$ cat config.mk
export PLATFORM = sky130hd
export DESIGN_NAME = shift_pipe
export DESIGN_NICKNAME = d
export VERILOG_FILES = /design/src/rtl/shift_pipe.sv
export SDC_FILE = /design/constraint.sdc
export NUM_CORES = 1
export LEC_CHECK = 0
export CAP_MARGIN = 15
export CORE_MARGIN = 5
export CORE_UTILIZATION = 49
export DETAILED_ROUTE_END_ITERATION = 16
export PLACE_DENSITY = 0.81
export SLEW_MARGIN = 10
export SYNTH_ARGS = -nofsm -noshare
export SYNTH_HDL_FRONTEND = slang
export SYNTH_SLANG_ARGS = --single-unit
$ cat constraint.sdc
create_clock -name clock -period 2.83 [get_ports clock]
set_input_delay 0.283 -clock clock [delete_from_list [all_inputs] [get_ports clock]]
set_output_delay 0.283 -clock clock [all_outputs]
set_load 0.02 [all_outputs]
$ cat src/rtl/shift_pipe.sv
// shift_pipe: pipelined barrel-shift execution unit (SLL/SRL/SRA/ROTR).
//
// The shift amount is consumed in STAGES register stages; stage i applies a
// contiguous slice of amount bits to the partial result it receives. Each
// stage carries valid, op, partial data, amount, SRA sign bit and tag.
//
// Ports:
//   clock, reset     rising-edge clock, asynchronous active-low reset
//   flush            squash every in-flight op; input is refused that cycle
//   in_valid/ready   operation handshake (in_op, in_data, in_amount, in_tag)
//   out_valid/ready  result handshake (out_data, out_tag)
module shift_pipe #(
  parameter int unsigned WIDTH   = 32,
  parameter int unsigned STAGES  = 2,
  parameter int unsigned SHAMT_W = $clog2(WIDTH),
  parameter int unsigned TAG_W   = 5
) (
  input  logic               clock,
  input  logic               reset,
  input  logic               flush,
  input  logic               in_valid,
  output logic               in_ready,
  input  logic [1:0]         in_op,
  input  logic [WIDTH-1:0]   in_data,
  input  logic [SHAMT_W-1:0] in_amount,
  input  logic [TAG_W-1:0]   in_tag,
  output logic               out_valid,
  input  logic               out_ready,
  output logic [WIDTH-1:0]   out_data,
  output logic [TAG_W-1:0]   out_tag
);

  // Amount bits handled per stage; trailing stages may get an empty slice.
  localparam int B = (int'(SHAMT_W) + int'(STAGES) - 1) / int'(STAGES);

  // Apply the amount bits belonging to one stage to a partial result.
  function automatic logic [WIDTH-1:0] shift_bits(input logic [1:0]         op,
                                                  input logic [WIDTH-1:0]   d,
                                                  input logic [SHAMT_W-1:0] amt,
                                                  input logic               sign,
                                                  input int                 stage);
    logic [WIDTH-1:0] r;
    int               lo;
    int               hi;
    lo = stage * B;
    hi = lo + B;
    if (hi > int'(SHAMT_W)) hi = int'(SHAMT_W);
    r = d;
    for (int b = 0; b < int'(SHAMT_W); b++) begin
      if (b >= lo && b < hi && amt[b]) begin
        case (op)
          2'b00:   r = r << (1 << b);
          2'b01:   r = r >> (1 << b);
          // Sign comes from the original operand, not the partial result.
          2'b10:   r = (r >> (1 << b)) | (sign ? ~({WIDTH{1'b1}} >> (1 << b)) : '0);
          default: r = (r >> (1 << b)) | (r << (WIDTH - (1 << b)));
        endcase
      end
    end
    return r;
  endfunction

  logic               vld_q  [STAGES];
  logic [1:0]         op_q   [STAGES];
  logic [WIDTH-1:0]   data_q [STAGES];
  logic [SHAMT_W-1:0] amt_q  [STAGES];
  logic               sign_q [STAGES];
  logic [TAG_W-1:0]   tag_q  [STAGES];

  // Inputs seen by each stage (from the ports for stage 0, else previous stage).
  logic               src_vld  [STAGES];
  logic [1:0]         src_op   [STAGES];
  logic [WIDTH-1:0]   src_data [STAGES];
  logic [SHAMT_W-1:0] src_amt  [STAGES];
  logic               src_sign [STAGES];
  logic [TAG_W-1:0]   src_tag  [STAGES];
  logic [WIDTH-1:0]   nxt_data [STAGES];

  logic en;
  logic accept;

  assign en        = !vld_q[STAGES-1] || out_ready;
  assign in_ready  = en && !flush;
  assign accept    = in_valid && in_ready;
  assign out_valid = vld_q[STAGES-1];
  assign out_data  = data_q[STAGES-1];
  assign out_tag   = tag_q[STAGES-1];

  always_comb begin
    src_vld[0]  = accept;
    src_op[0]   = in_op;
    src_data[0] = in_data;
    src_amt[0]  = in_amount;
    src_sign[0] = in_data[WIDTH-1];
    src_tag[0]  = in_tag;
    for (int i = 1; i < int'(STAGES); i++) begin
      src_vld[i]  = vld_q[i-1];
      src_op[i]   = op_q[i-1];
      src_data[i] = data_q[i-1];
      src_amt[i]  = amt_q[i-1];
      src_sign[i] = sign_q[i-1];
      src_tag[i]  = tag_q[i-1];
    end
    for (int i = 0; i < int'(STAGES); i++) begin
      nxt_data[i] = shift_bits(src_op[i], src_data[i], src_amt[i], src_sign[i], i);
    end
  end

  always_ff @(posedge clock or negedge reset) begin
    if (!reset) begin
      for (int i = 0; i < int'(STAGES); i++) begin
        vld_q[i]  <= 1'b0;
        op_q[i]   <= '0;
        data_q[i] <= '0;
        amt_q[i]  <= '0;
        sign_q[i] <= 1'b0;
        tag_q[i]  <= '0;
      end
    end else begin
      for (int i = 0; i < int'(STAGES); i++) begin
        // Flush wins over both advance and handoff.
        if (flush) begin
          vld_q[i] <= 1'b0;
        end else if (en) begin
          vld_q[i] <= src_vld[i];
        end
        // Payload moves in lock-step with the pipe; bubbles are not compacted.
        if (en) begin
          op_q[i]   <= src_op[i];
          data_q[i] <= nxt_data[i];
          amt_q[i]  <= src_amt[i];
          sign_q[i] <= src_sign[i];
          tag_q[i]  <= src_tag[i];
        end
      end
    end
  end

endmodule
==> results of run 1 <==
[final timing paths]
kind	end	slack, ps
max in group asynchronous	out_data[1]	2150
setup / recovery	out_data[2]	570
hold reg to reg	out_tag[4]	470
hold / removal	out_data[17]	20
min in group clock	src_tag[0]	460
setup reg to reg	out_data[2]	570
[state kept, by name, summed over array words and instances (netlist names)]
name and cells:
src_vld 1, data_q 32, out_valid 1, out_tag 5, sign_q 1, amt_q 2
out_data 32, src_tag 5, op_q 2
[cell usage in the layout, fill, tap and decap left out, drive strengths merged, types with 8 or more instances in the layout]
master	count
nand2	175
nor2	89
clkdlybuf4s50	84
dfrtp	81
o21ai	65
a21oi	56
buf	53
mux2i	38
o22ai	38
a31oi	31
nand2b	24
a311oi	24
a21boi	19
nand3	18
mux4	16
a22oi	15
o21a	15
mux2	14
o221ai	14
or3b	14
a211oi	11
inv	11
clkbuf	9
nor3	8
o22a	8
nor2b	8
and2	8
[cell type report]
type,instances,share of cell area
multi-input combinational,781,0.557
clock buffer,9,0.0255
sequential,81,0.230
tap,211,0.0299
timing repair buffer,137,0.146
clock inverter,7,0.00949
inverter,7,0.00297
[kinds of logic (layout without fill, tap and decap cells)]
family          after synthesis  in the layout  share of synthesized area
simple gates                365            365                      0.213
mux                          68             68                      0.117
compound gates              348            348                      0.309
flops                        81             81                      0.264
buf+inv                     141            160                     0.0970
[power breakdown]
group | internal [mW] | switching (mW)
clock network | 0.701 | 0.518
registers | 1.33 | 0.212
logic | 0.695 | 0.890
[metrics by stage]
stage / worst slack (ps) / total power [mW] / hold WS [ps] / area [sq um] / util
5_1_grt: 466 / 4.55 / 96.6 / 8830 / 0.579
6_report: 573 / 4.34 / 19.3 / 8830 / 0.579
4_1_cts: 638 / 4.33 / 67.7 / 8830 / 0.579
3_3_place_gp: 283 / 3.09 / 424 / 8530 / 0.559
2_1_floorplan: 957 / 2.57 / -12.6 / 7680 / -
3_5_place_dp: 290 / 3.11 / 428 / 8530 / 0.559
[worst max-delay path, stage by stage (launching register included)]
cell	delay, ps
dfrtp_1	650
or2_2	440
and2_0	440
a21boi_0	160
o221ai_1	340
o21a_1	170
[synthesized netlist by cell type (all sizes together), types with 6 or more instances]
master    n
o22a      8
mux2     14
a31oi    31
o21a     15
and2      8
a211oi   11
mux4     16
nand2   175
nor2     89
nor2b     8
o221ai   14
and3      6
a21boi   19
clkbuf   52
o21ai    65
dfrtp    81
nor3      8
nand2b   24
a22oi    15
nand3    18
mux2i    38
buf      82
o31ai     6
or3b     14
inv       7
o22ai    38
a311oi   24
a21oi    56
[routing by layer]
layer  vias up  track usage
met2       630        0.441
met4         0        0.132
li1       3730            -
met5         -            0
met1      3846        0.421
met3       100       0.0509
==> impl_metrics.py, run 1 <==
metrics = {
    "clock_network": {
        "cts-root-to-sink-buffers": 2,
        "ctsRootBufferMaster": "clkbuf_16",
        "post_cts_resized": 0,
        "cts-buffers-inserted": 9,
        "clkSlewWorstSetupHoldPaths_ps": 60,
        "ctsHoldBuffers": 0,
        "cts_num_sinks": 81,
        "clock_latency_ps": 340,
        "post_cts_buffers": 0,
        "cts_tree": "done",
        "cts_htree_levels": 3,
    },
    "route": {
        "route.met2.wl_um": 11800,
        "wl_met1_um": 10800,
        "wl_met3_um": 3220,
        "avgViaCountPerCell": 6.74,
        "first_iter_violations": 1485,
        "drc": 0,
        "postRouteAntennaNets": 0,
        "top_layer_used": "met4",
        "wl_per_cell_um": 22.1,
        "routed_wl_um": 27200,
        "first_pass_iters": 6,
        "route.vias.total": 8306,
    },
    "synth": {
        "synthTopCellsByArea": "dfrtp_1 (26%), nand2_1 (8.6%), mux2i_1 (5.0%)",
        "avgSynthCellArea_sq_um": 7.65,
        "synth_top_area_share": 0.264,
        "synthArstFlopShare": 1.00,
        "synth_top_area_cell": "dfrtp_1",
        "yosys_warnings": 0,
        "ys_seq_area_frac": 0.264,
        "mappedNetlistNets": 1052,
        "synth-edff-count": 0,
        "synth_ff_type": "dfrtp_1",
        "synth_cell_types": 67,
        "synth_seq_cells": 81,
        "synthesis.area_sq_um": 7680,
        "postSynthCellCount": 1003,
    },
    "global_routing": {
        "grt_max_degree": 72,
        "grt_use_total": 0.296,
        "grt.overflow.total": 0,
        "grt_pass1_vias": 7556,
        "grt_pass1_wl_um": 43100,
        "grt_antenna_before_repair": 0,
    },
    "worst_setup_path": {
        "start_kind": "register",
        "startpoint": "op_q[2]",
        "critical_path_peak_fanout": 20,
        "end_kind": "register",
        "worstPathArrival_ps": 2540,
        "r2r_start": "op_q[2]",
        "rr_worst_depth": 5,
        "critPathKind": "register to register",
        "required_ps": 3110,
    },
    "power_and_ir_drop": {
        "p_per_area_nw_per_um2": 492,
        "p_leak_nw": 3.48,
        "vdd_drop_max_uv": 317,
    },
    "placed_design": {
        "port_buffers": 87,
        "place_inst": 1217,
        "gp_congestion": 1.02,
        "dp_hpwl_um": 20100,
    },
    "sta": {
        "finalMaxSlewViolations": 0,
        "relSlewSlack": 0.457,
        "finClkSkew_ps": 10.4,
        "setup_viol": 0,
        "rsz0062_at_grt": "false",
        "worst_pin_slew_ps": 814,
        "timing.fmax_mhz": 443,
        "layout_min_cycle_time_ps": 2260,
        "tns_ps": 0,
        "hold_viol": 0,
        "period_share": 0.797,
    },
    "run": {
        "maxCapViolations": 0,
    },
    "die": {
        "ios": 88,
        "coreArea_sq_um": 15300,
        "die_w_um": 135,
        "die_h_um": 135,
        "rows": 45,
        "die_area_sq_um": 18300,
        "initial_utilization": 0.503,
    },
    "layout": {
        "n_antenna_cell": 0,
        "regArea_sq_um": 2030,
        "layout-drive-gt1-share": 0.118,
        "area_growth_pct": 15.1,
        "final_net_count": 1066,
        "fill_cells": 1416,
        "fin_cells": 1233,
        "multi_input_area_sq_um": 4920,
    },
    "worst_hold_path": {
        "holdCritPathClass": "primary input to async pin",
    },
    "status": {
        "status": "completed",
    },
}
Power figures use the tool's default switching activity.
==> run 2, diff against run 1 <==
PLACE_DENSITY = 0.84   (was 0.81)
clock period = 2 ns   (was 2.83 ns; I/O delays follow)
==> impl_metrics.py, run 2 (synthesis gave the netlist of run 1 again) <==
metrics = {
    "status": {
        "status": "completed",
    },
    "sta": {
        "finClkSkew_ps": 11.8,
        "setup_viol": 0,
        "timing.fmax_mhz": 510,
        "relSlewSlack": 0.653,
        "worst_slack_ps": 40.8,
        "layout_min_cycle_time_ps": 1960,
        "worst_pin_slew_ps": 517,
        "rsz0062_at_grt": "true",
        "hold_viol": 0,
        "finalMaxSlewViolations": 0,
        "period_share": 0.980,
    },
    "clock_network": {
        "cts-root-to-sink-buffers": 2,
        "cts_tree": "done",
        "clock_latency_ps": 350,
        "ctsRootBufferMaster": "clkbuf_16",
        "clkSlewWorstSetupHoldPaths_ps": 60,
        "cts_htree_levels": 3,
        "cts_num_sinks": 81,
        "cts-buffers-inserted": 9,
    },
    "worst_setup_path": {
        "end_kind": "register",
        "required_ps": 2220,
        "worstPathCellList": "clkdlybuf4s50_1 -> buf_12 -> or2_1 -> buf_12 -> nand2_1 -> a31oi_1 -> or4_1 -> o22a_1",
        "critPathKind": "primary input to register",
        "critical_path_peak_fanout": 16,
        "cpPeakStageDelay_ps": 590,
        "cp_common_cell": "buf_12",
        "start_kind": "primary input",
        "slowest_stage": "or4_1",
        "worstPathArrival_ps": 2180,
        "critPathBufInv": 3,
        "crit_family": "simple AND/OR/NAND/NOR gates",
    },
    "power_and_ir_drop": {
        "p_leak_nw": 4.12,
        "vdd_drop_max_uv": 373,
        "p_per_area_nw_per_um2": 651,
    },
    "placed_design": {
        "gp_congestion": 1.02,
        "pre_cts_ws_ps": -416,
        "port_buffers": 87,
        "dp_hpwl_um": 21900,
    },
    "layout": {
        "regArea_sq_um": 2030,
        "multi_input_area_sq_um": 4950,
        "layout_common_cells": "nand2_1 (175), buf_4 (160), nor2_1 (87)",
        "area_growth_pct": 28.7,
        "n_antenna_cell": 0,
        "utilization": 0.648,
        "final_net_count": 1188,
        "fill_cells": 1310,
        "layout.cells.most_common": "nand2_1",
        "layout-drive-gt1-share": 0.215,
    },
    "route": {
        "postRouteAntennaNets": 0,
        "routed_wl_um": 28700,
        "avgViaCountPerCell": 6.46,
        "route.vias.total": 8747,
        "drc": 0,
        "wl_per_cell_um": 21.2,
        "first_pass_iters": 6,
        "first_iter_violations": 1338,
    },
    "die": {
        "die_h_um": 135,
        "coreArea_sq_um": 15300,
        "initial_utilization": 0.503,
        "rows": 45,
        "die_area_sq_um": 18300,
        "ios": 88,
        "die_w_um": 135,
    },
    "worst_hold_path": {
        "holdCritPathClass": "primary input to async pin",
    },
    "global_routing": {
        "grt_max_degree": 63,
        "grt_pass1_vias": 7883,
        "grt_pass1_wl_um": 44800,
        "grt_antenna_before_repair": 0,
        "grt_use_total": 0.310,
        "grt.overflow.total": 0,
    },
    "run": {
        "maxCapViolations": 0,
    },
}
[run 2: layout make-up]
cell class	instances	area share
Inverter	7	0.00266
Multi-Input combinational cell	781	0.501
Sequential cell	81	0.205
Clock inverter	6	0.00734
Tap cell	211	0.0267
Timing Repair Buffer	259	0.233
Clock buffer	10	0.0242
[run 2: repair_timing]
action / 4_1_cts / 5_1_grt
pin swaps: 0 / 2
endpoints found under the hold margin: 38 / 0
setup endpoints to repair: 2 / 26
buffers inserted: 0 / 3
resized for setup: 2 / 9
hold buffers: 1 / 0
[run 2: metal layers]
metal | vias up | GRT usage | part of all wire
met5 | - | 0 | 0
met4 | 0 | 0.129 | 0.048
met3 | 102 | 0.0609 | 0.10
met2 | 613 | 0.482 | 0.45
met1 | 4090 | 0.423 | 0.40
li1 | 3942 | - | -
[run 2: report_power, final]
part           internal [mW]  switching (mW)  leakage, nW
Sequential              1.88           0.297        0.973
Combinational           1.18            1.33         2.99
Clock                   1.02           0.736        0.150
Total                   4.07            2.36         4.12
[run 2: through the flow]
step / instance area, sq um / hold slack, ps / instances / setup TNS, ps / power (mW)
after floorplan: 7680 / -95.6 / 1003 / 0 / 3.64
after global placement: 9490 / 196 / 1335 / -7450 / 4.59
after detailed placement: 9490 / 199 / 1335 / -8470 / 4.63
after CTS: 9820 / 379 / 1352 / 0 / 6.37
after global routing: 9880 / 392 / 1355 / -4.59 / 6.72
final: 9880 / 360 / 1355 / 0 / 6.44
[run 2: worst paths after layout]
| kind | from | end | slack (ps) | depth (start not counted) |
|---|---|---|---|---|
| setup / recovery | in_op[0] | data_q[56] | 40 | 8 |
| hold / removal | reset | out_data[21] | 360 | 2 |
| setup reg to reg | op_q[2] | out_data[2] | 180 | 5 |
| hold reg to reg | src_tag[0] | src_tag[0] | 470 | 2 |
| max in group asynchronous | reset | sign_q[1] | 1040 | 3 |
| min in group clock | in_tag[3] | src_tag[3] | 380 | 3 |
